===== config.mk =====
export PLATFORM = sky130hd
export DESIGN_NAME = alu_exec_stage
export DESIGN_NICKNAME = d
export VERILOG_FILES = /design/src/rtl/alu_exec_stage_pkg.sv /design/src/rtl/alu_exec_stage_core.sv /design/src/rtl/alu_exec_stage.sv
export SDC_FILE = /design/constraint.sdc
export NUM_CORES = 1
export LEC_CHECK = 0
export ABC_AREA = 1
export CAP_MARGIN = 20
export CORE_AREA = 2 2 133 135
export DETAILED_ROUTE_END_ITERATION = 16
export DIE_AREA = 0 0 135 137
export GPL_ROUTABILITY_DRIVEN = 0
export PLACE_DENSITY = 0.86
export SLEW_MARGIN = 10
export SYNTH_ARGS = -nofsm -noshare
export SYNTH_HDL_FRONTEND = slang
export SYNTH_SLANG_ARGS = --single-unit

===== constraint.sdc =====
create_clock -name clk -period 3.8 [get_ports clk]
set_clock_uncertainty 0.15 [all_clocks]
set_input_delay 0.57 -clock clk [delete_from_list [all_inputs] [get_ports clk]]
set_output_delay 0.57 -clock clk [all_outputs]
set_load 0.05 [all_outputs]

===== src/rtl/alu_exec_stage_pkg.sv =====
// Shared definitions for the ALU execute stage: control codes, FSM states, flag payload.
package alu_exec_stage_pkg;

  localparam int unsigned CTRL_W = 3;

  localparam logic [CTRL_W-1:0] ALU_ADD = 3'b000;
  localparam logic [CTRL_W-1:0] ALU_SUB = 3'b001;
  localparam logic [CTRL_W-1:0] ALU_AND = 3'b010;
  localparam logic [CTRL_W-1:0] ALU_OR  = 3'b011;
  localparam logic [CTRL_W-1:0] ALU_SLT = 3'b101;

  typedef enum logic [1:0] {
    ST_EMPTY = 2'd0,
    ST_ONE   = 2'd1,
    ST_TWO   = 2'd2
  } state_t;

  typedef struct packed {
    logic zero;
    logic negative;
    logic carry;
    logic overflow;
  } alu_flags_t;

endpackage


===== src/rtl/alu_exec_stage_core.sv =====
// Combinational ALU: (control, a, b) -> result, flags and a reserved-code indication.
module alu_exec_stage_core
  import alu_exec_stage_pkg::*;
#(
  parameter int unsigned WIDTH = 32
) (
  input  logic [CTRL_W-1:0] i_alu_control,
  input  logic [WIDTH-1:0]  i_a,
  input  logic [WIDTH-1:0]  i_b,
  output logic [WIDTH-1:0]  o_result_c,
  output alu_flags_t        o_flags_c,
  output logic              o_illegal_c
);

  localparam int unsigned MSB = WIDTH - 1;
  localparam int unsigned XW  = WIDTH + 1;

  logic [WIDTH:0] w_sum;
  logic [WIDTH:0] w_diff;
  logic           w_add_ovf;
  logic           w_sub_ovf;
  logic           w_slt;

  // Subtraction as a + ~b + 1 so the carry-out means "no borrow".
  assign w_sum     = {1'b0, i_a} + {1'b0, i_b};
  assign w_diff    = {1'b0, i_a} + {1'b0, ~i_b} + XW'(1);
  assign w_add_ovf = (i_a[MSB] == i_b[MSB]) & (w_sum[MSB] != i_a[MSB]);
  assign w_sub_ovf = (i_a[MSB] != i_b[MSB]) & (w_diff[MSB] != i_a[MSB]);
  assign w_slt     = w_diff[MSB] ^ w_sub_ovf;

  always_comb begin
    o_result_c  = '0;
    o_flags_c   = '0;
    o_illegal_c = 1'b0;
    case (i_alu_control)
      ALU_ADD: begin
        o_result_c         = w_sum[MSB:0];
        o_flags_c.carry    = w_sum[WIDTH];
        o_flags_c.overflow = w_add_ovf;
      end
      ALU_SUB: begin
        o_result_c         = w_diff[MSB:0];
        o_flags_c.carry    = w_diff[WIDTH];
        o_flags_c.overflow = w_sub_ovf;
      end
      ALU_AND: o_result_c = i_a & i_b;
      ALU_OR:  o_result_c = i_a | i_b;
      ALU_SLT: o_result_c = WIDTH'(w_slt);
      default: o_illegal_c = 1'b1;
    endcase
    o_flags_c.zero     = (o_result_c == '0);
    o_flags_c.negative = o_result_c[MSB];
  end

endmodule


===== src/rtl/alu_exec_stage.sv =====
// Execute stage: valid/ready input, ALU computed on accept, output reg plus skid reg
// so a full-rate stream survives one cycle of downstream backpressure.
module alu_exec_stage
  import alu_exec_stage_pkg::*;
#(
  parameter int unsigned WIDTH = 32
) (
  input  logic              clk,
  input  logic              rst,
  input  logic              in_valid,
  output logic              in_ready,
  input  logic [CTRL_W-1:0] alu_control,
  input  logic [WIDTH-1:0]  src_a,
  input  logic [WIDTH-1:0]  src_b,
  output logic              out_valid,
  input  logic              out_ready,
  output logic [WIDTH-1:0]  result,
  output logic              zero,
  output logic              negative,
  output logic              carry,
  output logic              overflow,
  output logic              illegal_op
);

  state_t           r_state;
  state_t           w_next_state;
  logic             r_in_ready;
  logic             r_out_valid;
  logic             r_illegal;
  logic [WIDTH-1:0] r_out_result;
  logic [WIDTH-1:0] r_skid_result;
  alu_flags_t       r_out_flags;
  alu_flags_t       r_skid_flags;

  logic [WIDTH-1:0] w_core_result;
  alu_flags_t       w_core_flags;
  logic             w_core_illegal;
  logic             w_accept;
  logic             w_drain;
  logic             w_load_out_in;
  logic             w_load_out_skid;
  logic             w_load_skid;

  alu_exec_stage_core #(.WIDTH(WIDTH)) u_core (
    .i_alu_control (alu_control),
    .i_a           (src_a),
    .i_b           (src_b),
    .o_result_c    (w_core_result),
    .o_flags_c     (w_core_flags),
    .o_illegal_c   (w_core_illegal)
  );

  assign w_accept = in_valid & r_in_ready;
  assign w_drain  = r_out_valid & out_ready;

  // State register; in_ready/out_valid are registered from the next state.
  always_ff @(posedge clk) begin
    if (rst) begin
      r_state     <= ST_EMPTY;
      r_in_ready  <= 1'b0;
      r_out_valid <= 1'b0;
    end else begin
      r_state     <= w_next_state;
      r_in_ready  <= (w_next_state != ST_TWO);
      r_out_valid <= (w_next_state != ST_EMPTY);
    end
  end

  always_comb begin
    w_next_state = r_state;
    case (r_state)
      ST_EMPTY: if (w_accept) w_next_state = ST_ONE;
      ST_ONE: begin
        if (w_accept && !w_drain)      w_next_state = ST_TWO;
        else if (!w_accept && w_drain) w_next_state = ST_EMPTY;
      end
      ST_TWO:   if (w_drain) w_next_state = ST_ONE;
      default:  w_next_state = ST_EMPTY;
    endcase
  end

  always_comb begin
    w_load_out_in   = 1'b0;
    w_load_out_skid = 1'b0;
    w_load_skid     = 1'b0;
    case (r_state)
      ST_EMPTY: w_load_out_in = w_accept;
      ST_ONE: begin
        w_load_out_in = w_accept & w_drain;
        w_load_skid   = w_accept & ~w_drain;
      end
      ST_TWO:   w_load_out_skid = w_drain;
      default: ;
    endcase
  end

  // Payload registers and sticky reserved-code flag.
  always_ff @(posedge clk) begin
    if (rst) begin
      r_out_result  <= '0;
      r_out_flags   <= '0;
      r_skid_result <= '0;
      r_skid_flags  <= '0;
      r_illegal     <= 1'b0;
    end else begin
      if (w_load_out_in) begin
        r_out_result <= w_core_result;
        r_out_flags  <= w_core_flags;
      end else if (w_load_out_skid) begin
        r_out_result <= r_skid_result;
        r_out_flags  <= r_skid_flags;
      end
      if (w_load_skid) begin
        r_skid_result <= w_core_result;
        r_skid_flags  <= w_core_flags;
      end
      if (w_accept && w_core_illegal) r_illegal <= 1'b1;
    end
  end

  assign in_ready   = r_in_ready;
  assign out_valid  = r_out_valid;
  assign result     = r_out_result;
  assign zero       = r_out_flags.zero;
  assign negative   = r_out_flags.negative;
  assign carry      = r_out_flags.carry;
  assign overflow   = r_out_flags.overflow;
  assign illegal_op = r_illegal;

endmodule


==> results.cfg, run 1 <==
[die]
start_util_pct = 57.7
floorplan.io_pins = 110
die_area_um2 = 18500
floorplan.rows = 48
die_h_um = 137
floorplan.core_area_um2 = 17100
die_x_um = 135

[sta]
layout_worst_path_cycle_share_pct = 97.0
hold_violations = 0
slew-limit-headroom_pct = 33.0
finalSetupViolCount = 0
layout_min_cycle_time_ps = 3690
report.final.slew_viol_count = 0
achievable-frequency_mhz = 271
setup_repair_after_global_routing_missed_its_margin = true
tightestPinTransition_ps = 1000

[global_route]
globalRouteMet1Util_pct = 41.5
grt_first_pass_wirelength_um = 51800
antenna_found_initial = 0
grt_max_degree = 52
grt_util_met3_pct = 5.19
grt_pass1_vias = 11300
met2_usage_pct = 59.8
grt.busiest_layer = met2
gr-usage-all-layers_pct = 34.8
grt_overflow = 0

[routing]
drt_pre_antenna_iters = 6
number_of_remaining_drc_errors = 0
vias = 12300
average_wire_per_standard_cell_um = 15.6
vias_per_cell = 5.64
finalWirelength_um = 34100
route.antenna.remaining_nets = 0
drtIter0Drc = 1527

[clock_tree]
clock_path_buffers = 2
clkTransAtPathRegs_ps = 50
cts_max_level = 3
tritoncts = built
root_buffer = clkbuf_16
tritoncts.num_buffers = 9
insertion_delay_ps = 340
cts.sinks = 75

[setup_path]
startpoint = src_b[7]
arrival_time_at_the_worst_endpoint_ps = 3810
critical_path_peak_fanout = 3
end_kind = flop
timing.critical_path.from_type = primary input
critical_path.reg2reg.startpoint = r_state[1]
cp.required_ps = 3920
crit_type = in -> reg

[layout]
n_fill_cell = 1303
finalNetCount = 2132
fin_cells = 2183
layout-drive-gt1-share_pct = 18.7
n_antenna_cell = 0
layout.cell_area.non_filler_um2 = 12900
synthToLayoutAreaGrowth_pct = 31.5

[synthesis]
netlist.area_leader.share_pct = 16.7
ys.warnings.count = 0
proportion_of_synthesized_chip_area_in_sequential_cells_pct = 15.3
synth_area_per_cell_um2 = 5.68
synth-seq-cells = 75
syn_inst = 1732
post_synth_top_area_cell = nand2_1
synth-main-ff-cell = dfxtp_1
synth_edf_count = 0
synth.area.top_cells = nand2_1, dfxtp_1, inv_1
ys_async_sr_fraction_pct = 0
synth.cell_area_um2 = 9840
postSynthNetCount = 1908
synthDistinctLibCells = 43

[power_and_ir_drop]
p_leak_nw = 7.28
cellPowerDensity_nw_per_um2 = 249
power.ir.vdd_worst_v = 0.000314

[placed_design]
place.port_buffers = 109
detailed_place.area_um2 = 12100
dp.cells = 2162
dpl.hpwl_um = 25800

[flow_run]
timing.max_cap.violations = 0

[status]
outcome = finished clean

[hold_path]
holdCritPathClass = reg -> reg
hold_start = illegal_op
[path summary, 6_finish.rpt]
check	endpoint	slack [ps]	depth (start not counted)
hold / removal	illegal_op	330	1
hold reg to reg	illegal_op	330	1
setup reg to reg	result[9]	1170	10
setup / recovery	zero	110	21
[cells in the final DEF, fill, tap and decap left out, types with 7 or more instances in the layout]
cell,instances
buf_4,169
dfxtp_1,75
inv_2,42
o211ai_1,25
clkbuf_16,9
nand2_2,46
o21ai_0,60
a21oi_1,124
nand2_1,421
dlymetal6s2s_1,28
nand3_2,17
inv_1,354
nor2_4,12
nor2_1,126
ha_1,75
and2_1,7
nand4_1,22
a221oi_1,12
ha_4,24
clkdlybuf4s50_1,81
nor2_2,22
nand3_1,141
[Yosys cell counts, types with 11 or more instances]
| cell type | count |
|---|---|
| nor2_1 | 140 |
| nand2_1 | 437 |
| inv_2 | 11 |
| clkbuf_1 | 30 |
| a221oi_1 | 13 |
| nand4_1 | 22 |
| o211ai_1 | 25 |
| dfxtp_1 | 75 |
| nand3_1 | 142 |
| nand3_2 | 17 |
| ha_1 | 102 |
| inv_1 | 385 |
| o21ai_0 | 64 |
| nand2_2 | 30 |
| buf_4 | 19 |
| nor2_2 | 17 |
| a21oi_1 | 128 |
[metal layers]
metal	wire [um]	up-vias
met5	0	-
met3	3620	245
met1	12300	5404
met4	2340	0
met2	15900	849
li1	-	5813
[sequential cells by signal (all words and copies together), names as in the netlist]
name / cells
carry: 1
illegal_op: 1
in_ready: 1
out_valid: 1
overflow: 1
r_skid_flags: 3
r_skid_result: 32
r_state: 2
result: 32
zero: 1
[logic make-up (layout without fill, tap and decap cells)]
group,after synthesis,in the layout,synth area share [%]
and+or+nand+nor,833,833,37.4
buffers and inverters,462,688,18.8
AOI/OAI and AO/OA,256,256,14.8
adders and majority gates,105,105,13.6
DFF,75,75,15.3
xor gates and xnor gates,1,1,0.0890
[worst max-delay path: stages]
cell and delay (ps):
clkdlybuf4s50_1 500, inv_1 90, ha_1 200, nand2_1 90, nand2_1 90, inv_1 70
nand2_2 90, a21oi_2 200, nand2_2 100, nand2_2 90, nand2_1 60, a21oi_1 120
o21ai_1 110, fa_2 490, a221oi_2 220, nand3_1 120, nor2_1 100, nand2_1 70
nor2_2 130, nand4_1 110, a21oi_2 150
[report_power, final]
| part | leakage, nW | internal, mW | total [mW] | switching (mW) |
|---|---|---|---|---|
| clock | 0.122 | 0.449 | 0.739 | 0.291 |
| combinational | 6.55 | 0.628 | 1.63 | 1.01 |
| sequential | 0.611 | 0.829 | 0.850 | 0.0215 |
[final cells by class]
class / count / area [um^2] / share of cell area, %
sequential: 75 / 1500 / 11.6
clock buffer: 13 / 250 / 1.93
tap: 225 / 282 / 2.18
inverter: 396 / 1490 / 11.5
multi-input combinational: 1195 / 6970 / 53.9
timing repair buffer: 279 / 2450 / 18.9
[timing repair]
action	CTS	global route
buffers inserted	0	8
endpoints found under the setup margin	2	8
gates cloned	0	0
hold buffers	0	0
resized for setup	3	136
pin swaps	1	28
[metrics by stage]
stage	TNS, ps	utilization, %	hold WS [ps]	total power, mW	setup slack, ps
3_5_place_dp	-1530	70.8	321	2.33	-406
5_1_grt	-217	75.9	354	3.39	-109
6_report	0	75.9	328	3.22	113
2_1_floorplan	0	-	308	1.79	392
3_3_place_gp	-746	70.8	301	2.29	-258
4_1_cts	0	72.4	330	3.07	7.79
Power figures use the tool's default switching activity.
==> run 2, diff against run 1 <==
TNS_END_PERCENT = 30   (was unset)
==> results of run 2 <==
The final DEF is identical to that of run 1; final timing and power are the same.
